===== config.mk =====
export PLATFORM = sky130hd
export DESIGN_NAME = watch_time_core
export DESIGN_NICKNAME = d
export VERILOG_FILES = /design/src/rtl/watch_time_core_pkg.sv /design/src/rtl/sync_edge.sv /design/src/rtl/watch_time_core.sv
export SDC_FILE = /design/constraint.sdc
export NUM_CORES = 1
export LEC_CHECK = 0
export ABC_AREA = 0
export CAP_MARGIN = 5
export CORE_ASPECT_RATIO = 0.6
export CORE_MARGIN = 2
export CORE_UTILIZATION = 48
export CTS_BUF_LIST = sky130_fd_sc_hd__clkbuf_8
export DETAILED_ROUTE_END_ITERATION = 7
export HOLD_SLACK_MARGIN = 0.08
export PLACE_DENSITY = 0.77
export SETUP_SLACK_MARGIN = 0.5
export SKIP_LAST_GASP = 1
export SLEW_MARGIN = 20
export SYNTH_ARGS = -nofsm -noshare
export SYNTH_HDL_FRONTEND = slang
export SYNTH_SLANG_ARGS = --single-unit

===== constraint.sdc =====
create_clock -name clk -period 1.5 [get_ports clk]
set_input_delay 0.225 -clock clk [delete_from_list [all_inputs] [get_ports clk]]
set_output_delay 0.225 -clock clk [all_outputs]
set_load 0.01 [all_outputs]

===== src/rtl/watch_time_core_pkg.sv =====
// Shared watch definitions: field encodings, modes, limits, wrap helpers.
package watch_time_core_pkg;

  localparam int HOUR_W = 5;
  localparam int MIN_W  = 6;
  localparam int SEC_W  = 6;

  localparam logic [MIN_W-1:0] MIN_MAX = 6'd59;
  localparam logic [SEC_W-1:0] SEC_MAX = 6'd59;
  localparam int DEF_HOUR_LIMIT = 24;

  typedef enum logic {
    MODE_NORMAL = 1'b0,
    MODE_SET    = 1'b1
  } mode_e;

  typedef enum logic [2:0] {
    POS_NONE = 3'b000,
    POS_SEC  = 3'b001,
    POS_MIN  = 3'b010,
    POS_HOUR = 3'b100
  } pos_e;

  typedef struct packed {
    logic [HOUR_W-1:0] hour;
    logic [MIN_W-1:0]  min;
    logic [SEC_W-1:0]  sec;
  } time_t;

  // >= compare so any illegal value falls back to 0 on its next step
  function automatic logic [5:0] wrap_inc6(
    input logic [5:0] v,
    input logic [5:0] max
  );
    return (v >= max) ? 6'd0 : v + 6'd1;
  endfunction

  function automatic logic [4:0] wrap_inc5(
    input logic [4:0] v,
    input logic [4:0] max
  );
    return (v >= max) ? 5'd0 : v + 5'd1;
  endfunction

endpackage


===== src/rtl/sync_edge.sv =====
// Multi-flop input synchronizer with rising-edge pulses on selected bits.
module sync_edge #(
  parameter int STAGES = 2,
  parameter int EDGE_W = 1,
  parameter int LVL_W  = 1
) (
  input  logic              clk,
  input  logic              reset,
  input  logic [EDGE_W-1:0] edge_in,
  input  logic [LVL_W-1:0]  lvl_in,
  output logic [EDGE_W-1:0] rise,
  output logic [LVL_W-1:0]  lvl_sync
);

  localparam int W = EDGE_W + LVL_W;

  logic [W-1:0]      chain [STAGES];
  logic [W-1:0]      last;
  logic [EDGE_W-1:0] edge_s;
  logic [EDGE_W-1:0] prev;
  logic [EDGE_W-1:0] armed;
  logic [STAGES-1:0] fill;

  assign last     = chain[STAGES-1];
  assign edge_s   = last[W-1 -: EDGE_W];
  assign lvl_sync = last[LVL_W-1:0];

  // Arm only after a real low sample, so a level high at release is no edge
  assign rise = edge_s & ~prev & armed;

  always_ff @(posedge clk or negedge reset) begin
    if (!reset) begin
      for (int i = 0; i < STAGES; i++)
        chain[i] <= '0;
      prev  <= '0;
      armed <= '0;
      fill  <= '0;
    end else begin
      chain[0] <= {edge_in, lvl_in};
      for (int i = 1; i < STAGES; i++)
        chain[i] <= chain[i-1];
      fill <= {fill[STAGES-2:0], 1'b1};
      prev <= edge_s;
      if (fill[STAGES-1])
        armed <= armed | ~edge_s;
    end
  end

endmodule


===== src/rtl/watch_time_core.sv =====
// Watch timekeeping core: seconds tick, field setting and blink blanking.
module watch_time_core
  import watch_time_core_pkg::*;
#(
  parameter int SYNC_STAGES = 2,
  parameter int HOUR_LIMIT  = DEF_HOUR_LIMIT
) (
  input  logic        clk,
  input  logic        reset,
  input  logic        clk1hz_in,
  input  logic        clk2hz_in,
  input  logic        mode_in,
  input  logic [2:0]  set_pos_in,
  input  logic        sw2,
  output logic [4:0]  hour_out,
  output logic [5:0]  min_out,
  output logic [5:0]  sec_out,
  output logic [2:0]  blank_out,
  output logic        tick_out
);

  localparam logic [4:0] HOUR_MAX = 5'(HOUR_LIMIT - 1);

  logic       tick_p;
  logic       sw2_p;
  logic       clk2hz_s;
  logic       mode_s;
  logic [2:0] pos_s;

  sync_edge #(
    .STAGES (SYNC_STAGES),
    .EDGE_W (2),
    .LVL_W  (5)
  ) u_sync (
    .clk      (clk),
    .reset    (reset),
    .edge_in  ({clk1hz_in, sw2}),
    .lvl_in   ({clk2hz_in, mode_in, set_pos_in}),
    .rise     ({tick_p, sw2_p}),
    .lvl_sync ({clk2hz_s, mode_s, pos_s})
  );

  mode_e mode;
  pos_e  pos;
  time_t cur;
  time_t nxt;
  logic  tick_nxt;
  logic  tick_q;
  logic [2:0] blank_q;

  assign mode = mode_e'(mode_s);
  assign pos  = pos_e'(pos_s);

  always_comb begin
    nxt      = cur;
    tick_nxt = 1'b0;
    unique case (mode)
      MODE_NORMAL: begin
        if (tick_p) begin
          tick_nxt = 1'b1;
          nxt.sec  = wrap_inc6(cur.sec, SEC_MAX);
          if (cur.sec >= SEC_MAX) begin
            nxt.min = wrap_inc6(cur.min, MIN_MAX);
            if (cur.min >= MIN_MAX)
              nxt.hour = wrap_inc5(cur.hour, HOUR_MAX);
          end
        end
      end
      MODE_SET: begin
        // Setting steps one field only; no carry between fields
        if (sw2_p) begin
          case (pos)
            POS_HOUR: nxt.hour = wrap_inc5(cur.hour, HOUR_MAX);
            POS_MIN:  nxt.min  = wrap_inc6(cur.min, MIN_MAX);
            POS_SEC:  nxt.sec  = wrap_inc6(cur.sec, SEC_MAX);
            default:  ;
          endcase
        end
      end
    endcase
  end

  always_ff @(posedge clk or negedge reset) begin
    if (!reset) begin
      cur     <= '0;
      tick_q  <= 1'b0;
      blank_q <= 3'b000;
    end else begin
      cur    <= nxt;
      tick_q <= tick_nxt;
      if (mode == MODE_SET)
        blank_q <= pos_s & {3{clk2hz_s}};
      else
        blank_q <= 3'b000;
    end
  end

  assign hour_out  = cur.hour;
  assign min_out   = cur.min;
  assign sec_out   = cur.sec;
  assign blank_out = blank_q;
  assign tick_out  = tick_q;

endmodule


==> results.json, run 1 <==
{
  "status": "finished, violations left",
  "violations": "negative setup slack",
  "postSynthAreaPerCell_um2": 12.7,
  "pwr-share-seq_pct": 42.3,
  "ir_drop_v": 0.000810,
  "yosysWarnings": 0,
  "cts.clk_slew.worst_paths_ns": 0.09,
  "start_kind": "flop",
  "pre_cts_slack_ns": -0.0787,
  "cts.sinks": 41,
  "yosysMostFrequentCell": "dfrtp_1",
  "period_share_pct": 110,
  "die_area_um2": 4030,
  "path_buf_inv": 1,
  "synth_top_family_by_area": "compound AO/OA/AOI/OAI gates",
  "worstPathArrival_ns": 1.85,
  "total_power_mw": 3.14,
  "drc": 0,
  "placementRows": 16,
  "yosysUniqueCellTypes": 36,
  "min_path_type": "input port to flop",
  "finalNetCount": 239,
  "period_needed_ns": 1.66,
  "timing.rr.start": "sec_out[1]",
  "vias_per_cell": 6.03,
  "num_antenna_cells": 0,
  "drv.max_cap_violation_count": 0,
  "grt_antenna_before_repair": 1,
  "grt_pass1_wl_um": 7650,
  "cts_tree": "done",
  "ys_top_cells_by_count": "dfrtp_1 (41), o21ai_0 (10), nand2_1 (7), o31ai_1 (7), nand3_1 (6)",
  "ys_seq_area_share_pct": 60.7,
  "vias": 1646,
  "ys_ff_latch": 41,
  "grt.total_usage_pct": 26.1,
  "cp_slowest_cell": "dfrtp_2",
  "worst_hold_slack_ns": 0.345,
  "synth_compound_area_share_pct": 18.6,
  "worstSetupPathType": "flop to flop",
  "yosysTopAreaCell": "dfrtp_1",
  "maxSlewViolCount": 0,
  "path_cells": "ha_4 > o2111a_1 > a22oi_2 > buf_6 > nor4b_2 > a211o_1",
  "clk_path_buf_depth": 2,
  "fp.dieH_um": 50.0,
  "switching_share_pct": 31.8,
  "cp.required_ns": 1.70,
  "first_pass_iters": 5,
  "synth-edff-count": 0,
  "rsz0062_at_grt": "yes",
  "fin_skew_ns": 0.00850,
  "synth_mux_area_share_pct": 1.33,
  "setup_viol": 13,
  "synthArstFlopShare_pct": 100,
  "cts_made_buffers": 5,
  "num_io_pins": 30,
  "globalplace.congestion": 0.922,
  "hold_viol_final": 0,
  "initial_utilization_pct": 51.2,
  "p_leak_nw": 1.27,
  "pwr-share-comb_pct": 33.3,
  "cts_root_buffer": "clkbuf_8",
  "cp_max_fo": 9,
  "cp_top_family": "compound AO/OA/AOI/OAI gates",
  "grt_max_degree": 26,
  "p_int_mw": 2.14,
  "coreArea_um2": 3300,
  "synth_area_leaders": "dfrtp_1 (61%), o31ai_1 (3.1%), o21ai_0 (3.0%)",
  "portBuffers": 29,
  "end_kind": "flop",
  "power_frac_clock_pct": 24.4,
  "postSynthCellCount": 133,
  "syn_nets": 145,
  "slowest_delay_ns": 0.44,
  "synth.top_cell.area_share_pct": 60.7,
  "p_sw_mw": 0.999,
  "synthFlopType": "dfrtp_1",
  "area_growth_pct": 66.9,
  "grt_pass1_vias": 1526,
  "yosys.area_share.simple_pct": 15.1,
  "grt_overflow_total": 0,
  "p_per_area_nw_per_um2": 1110,
  "drt-initial-drc-count": 130,
  "dp_hpwl_um": 2650,
  "drive_above_1_share_pct": 54.8,
  "routed_wl_um": 5770,
  "cts.htree.levels": 2,
  "clk_latency_ns": 0.31,
  "hold_start": "set_pos_in[0]",
  "syn-cell-area_um2": 1690,
  "die_w_um": 80.6,
  "synth_fa_ha_area_share_pct": 2.22,
  "ant_nets": 0,
  "synth-xor-area-share_pct": 0,
  "crit_start": "sec_out[1]",
  "setup_ws_ns": -0.156,
  "max_freq_ghz": 0.604,
  "wire_per_inst_um": 21.1
}
final cells by class:
cell class              count  area [µm²]
clock buffers               5        68.8
clock inverters             3        25.0
fillers                   152         479
inverters                   4        15.0
multi-input cells          87         801
flip-flops and latches     41        1040
well taps                  45        56.3
repair buffers             88         822
logic make-up (layout without fill, tap and decap cells):
group / after synthesis / count (layout)
buffers and inverters: 6 / 100
other: 1 / 1
and+or+nand+nor: 39 / 39
DFF: 41 / 41
adders and majority gates: 3 / 3
muxes: 2 / 2
AOI/OAI and AO/OA: 41 / 42
repair_timing:
item	in CTS	in global routing
setup endpoints to repair	38	38
gates cloned	1	0
buffers inserted	27	14
hold buffers	1	0
resized for setup	113	23
hold endpoints to repair	16	0
pin swaps	5	6
stage by stage:
stage / util, % / std cells / setup TNS, ns / area [µm²]
3_5_place_dp: 67.5 / 222 / -0.232 / 2230
3_3_place_gp: 67.5 / 222 / -0.0197 / 2230
5_1_grt: 85.5 / 273 / -1.69 / 2820
2_1_floorplan: - / 133 / -0.0782 / 1770
4_1_cts: 79.0 / 259 / -0.202 / 2610
6_report: 85.5 / 273 / -1.24 / 2820
worst register-to-register path: cells and delay by family, from the launching register on:
family | cells | cell delay [ns]
AOI/OAI and AO/OA | 3 | 0.71
DFF | 1 | 0.44
adders and majority gates | 1 | 0.18
buffers and inverters | 1 | 0.16
and+or+nand+nor | 1 | 0.06
per-layer routing:
layer,share of wire (%),track usage [%]
met3,8.2,5.86
met4,3.4,10.5
met5,0.23,0
met1,40,33.5
met2,48,43.3
placed cells by master, fill, tap and decap left out, types with 3 or more instances in the layout:
master,count
o31ai_1,6
buf_6,35
clkdlybuf4s50_1,8
buf_4,35
a21o_1,5
nand2_1,6
dfrtp_2,8
inv_1,3
nor3_1,3
buf_2,7
nor2_1,4
dfrtp_1,33
nand2b_1,3
and3_1,4
nand3_1,5
clkbuf_8,5
o21ai_0,6
sequential cells by signal, indices dropped and copies added (netlist names):
| name | cells |
|---|---|
| u_sync.chain | 7 |
| u_sync.last | 7 |
| min_out | 6 |
| sec_out | 6 |
| hour_out | 5 |
| blank_out | 3 |
| u_sync.armed | 2 |
| u_sync.fill | 2 |
| u_sync.prev | 2 |
| tick_out | 1 |
path summary, 6_finish.rpt:
path                                    to  slack [ns]  depth (start not counted)
max                             min_out[2]       -0.16                          6
min reg2reg                 u_sync.fill[1]        0.36                          0
min in group asynchronous       sec_out[0]        0.39                          2
min                        u_sync.chain[7]        0.35                          1
max reg2reg                     min_out[2]       -0.16                          6
max in group asynchronous      hour_out[0]        0.62                          3
power groups by stage:
stage | Combinational (mW) | Sequential, mW | Clock [mW]
final | 1.05 | 1.33 | 0.766
after detailed placement | 0.646 | 1.34 | 0
after global routing | 1.10 | 1.34 | 0.813
after floorplan | 0.234 | 1.39 | 0
after global placement | 0.616 | 1.33 | 0
after CTS | 0.819 | 1.31 | 0.750
Power figures use the tool's default switching activity.
==> inputs of run 2 (changes only) <==
--- a/config.mk
+++ b/config.mk
@@ -6,7 +6,6 @@
 export NUM_CORES = 1
 export LEC_CHECK = 0
 export ABC_AREA = 0
-export CAP_MARGIN = 5
 export CORE_ASPECT_RATIO = 0.6
 export CORE_MARGIN = 2
 export CORE_UTILIZATION = 48
==> results of run 2 <==
Final layout, timing and power as in run 1 (identical DEF).
==> inputs of run 3 (changes only) <==
--- a/config.mk
+++ b/config.mk
@@ -14,7 +14,6 @@
 export HOLD_SLACK_MARGIN = 0.08
 export PLACE_DENSITY = 0.77
 export SETUP_SLACK_MARGIN = 0.5
-export SKIP_LAST_GASP = 1
 export SLEW_MARGIN = 20
 export SYNTH_ARGS = -nofsm -noshare
 export SYNTH_HDL_FRONTEND = slang
==> results.json, run 3 (synthesis gave the netlist of run 1 again) <==
{
  "cts_root_buffer": "clkbuf_8",
  "pwr-share-seq_pct": 42.3,
  "globalplace.congestion": 0.922,
  "drc": 0,
  "clk_path_buf_depth": 2,
  "grt_pass1_vias": 1557,
  "cp_max_fo": 9,
  "grt.total_usage_pct": 25.9,
  "period_share_pct": 112,
  "cts.htree.levels": 2,
  "area_growth_pct": 70.2,
  "violations": "negative setup slack",
  "ir_drop_v": 0.000836,
  "met2_wirelength_um": 2940,
  "setup_ws_ns": -0.181,
  "setup_viol": 13,
  "drive_above_1_share_pct": 57.4,
  "first_pass_iters": 4,
  "path_buf_inv": 1,
  "placementRows": 16,
  "cts_made_buffers": 5,
  "hold_viol_final": 0,
  "num_antenna_cells": 0,
  "worstSetupPathType": "flop to flop",
  "grt_antenna_before_repair": 0,
  "dr_wl_met3_um": 464,
  "rsz0062_at_grt": "yes",
  "start_kind": "flop",
  "grt_overflow_total": 0,
  "cp_slowest_cell": "dfrtp_2",
  "vias_per_cell": 5.97,
  "p_int_mw": 2.13,
  "cts_tree": "done",
  "crit_start": "sec_out[1]",
  "met1Wirelength_um": 2250,
  "path_cells": "ha_4 > o2111a_1 > a22oi_2 > buf_6 > nor4b_2 > a211o_1",
  "dp_hpwl_um": 2650,
  "cp_top_family": "compound AO/OA/AOI/OAI gates",
  "num_io_pins": 30,
  "coreArea_um2": 3300,
  "timing.rr.start": "sec_out[1]",
  "worstSetupPathDepth": 6,
  "period_needed_ns": 1.68,
  "grt_pass1_wl_um": 7600,
  "min_path_type": "input port to flop",
  "slowest_delay_ns": 0.44,
  "power_frac_clock_pct": 24.3,
  "pwr-share-comb_pct": 33.4,
  "fin_skew_ns": 0.0101,
  "max_freq_ghz": 0.595,
  "routed_wl_um": 5880,
  "die_area_um2": 4030,
  "cts.clk_slew.worst_paths_ns": 0.09,
  "p_leak_nw": 1.28,
  "die_w_um": 80.6,
  "vias": 1642,
  "grt_max_degree": 26,
  "p_per_area_nw_per_um2": 1090,
  "p_sw_mw": 1.01,
  "final_util_pct": 87.2,
  "end_kind": "flop",
  "min_path_cells": 1,
  "fp.dieH_um": 50.0,
  "drt-initial-drc-count": 176,
  "maxSlewViolCount": 0,
  "switching_share_pct": 32.2,
  "worstPathArrival_ns": 1.87,
  "finalNetCount": 241,
  "worstRegToRegCells": 6,
  "final_cell_mix": "buf_6 (38), buf_4 (35), dfrtp_1 (32)",
  "layout_commonest_cell": "buf_6",
  "initial_utilization_pct": 51.2,
  "drv.max_cap_violation_count": 0,
  "cts.sinks": 41,
  "clk_latency_ns": 0.31,
  "ant_nets": 0,
  "tns_ns": -1.16,
  "cp.required_ns": 1.68,
  "status": "finished, violations left",
  "hold_start": "set_pos_in[0]",
  "portBuffers": 29,
  "top_layer_used": "met4",
  "wire_per_inst_um": 21.4
}
run 3: cell count changes in the layout (fill, tap and decap cells not counted), sizes merged:
cell	previous run	this run
buf	79	81
run 3: worst paths after layout:
kind | endpoint | slack (ns)
hold / removal | u_sync.chain[7] | 0.35
setup / recovery | min_out[2] | -0.18
min in group asynchronous | sec_out[1] | 0.41
max in group asynchronous | hour_out[0] | 0.61
setup reg to reg | min_out[2] | -0.18
hold reg to reg | u_sync.last[2] | 0.35
run 3: repair_timing:
action	CTS	global route
cloned	1	0
hold buffers	1	0
endpoints found under the hold margin	16	0
buffers inserted	27	16
resized for setup	119	27
endpoints found under the setup margin	38	38
pin swaps	5	9
run 3: layout make-up:
class,instances,area [µm²]
Inverter,4,15.0
Multi-Input combinational cell,87,841
Sequential cell,41,1040
Fill cell,135,424
Tap cell,45,56.3
Clock buffer,5,68.8
Clock inverter,3,25.0
Timing Repair Buffer,90,836
run 3: through the flow:
step | cells | power [mW] | hold WS, ns | setup slack [ns] | instance area [µm²]
final | 275 | 3.15 | 0.349 | -0.181 | 2880
after floorplan | 133 | 1.63 | -0.0706 | -0.0782 | 1770
after detailed placement | 222 | 1.99 | 0.183 | -0.0787 | 2230
after global routing | 275 | 3.26 | 0.347 | -0.212 | 2880
after global placement | 222 | 1.95 | 0.170 | -0.0197 | 2230
after CTS | 259 | 2.89 | 0.352 | -0.0776 | 2620
run 3: metal layers:
metal / vias up / GRT usage [%]
met4: 0 / 11.0
met1: 822 / 32.3
met3: 29 / 6.41
met2: 100 / 43.2
li1: 691 / -
met5: - / 0
run 3: power by group through the flow:
stage	clock network (mW)	registers [mW]	logic, mW
after floorplan	0	1.39	0.234
after global placement	0	1.33	0.616
after detailed placement	0	1.34	0.646
after CTS	0.750	1.31	0.832
after global routing	0.818	1.34	1.10
final	0.766	1.33	1.05
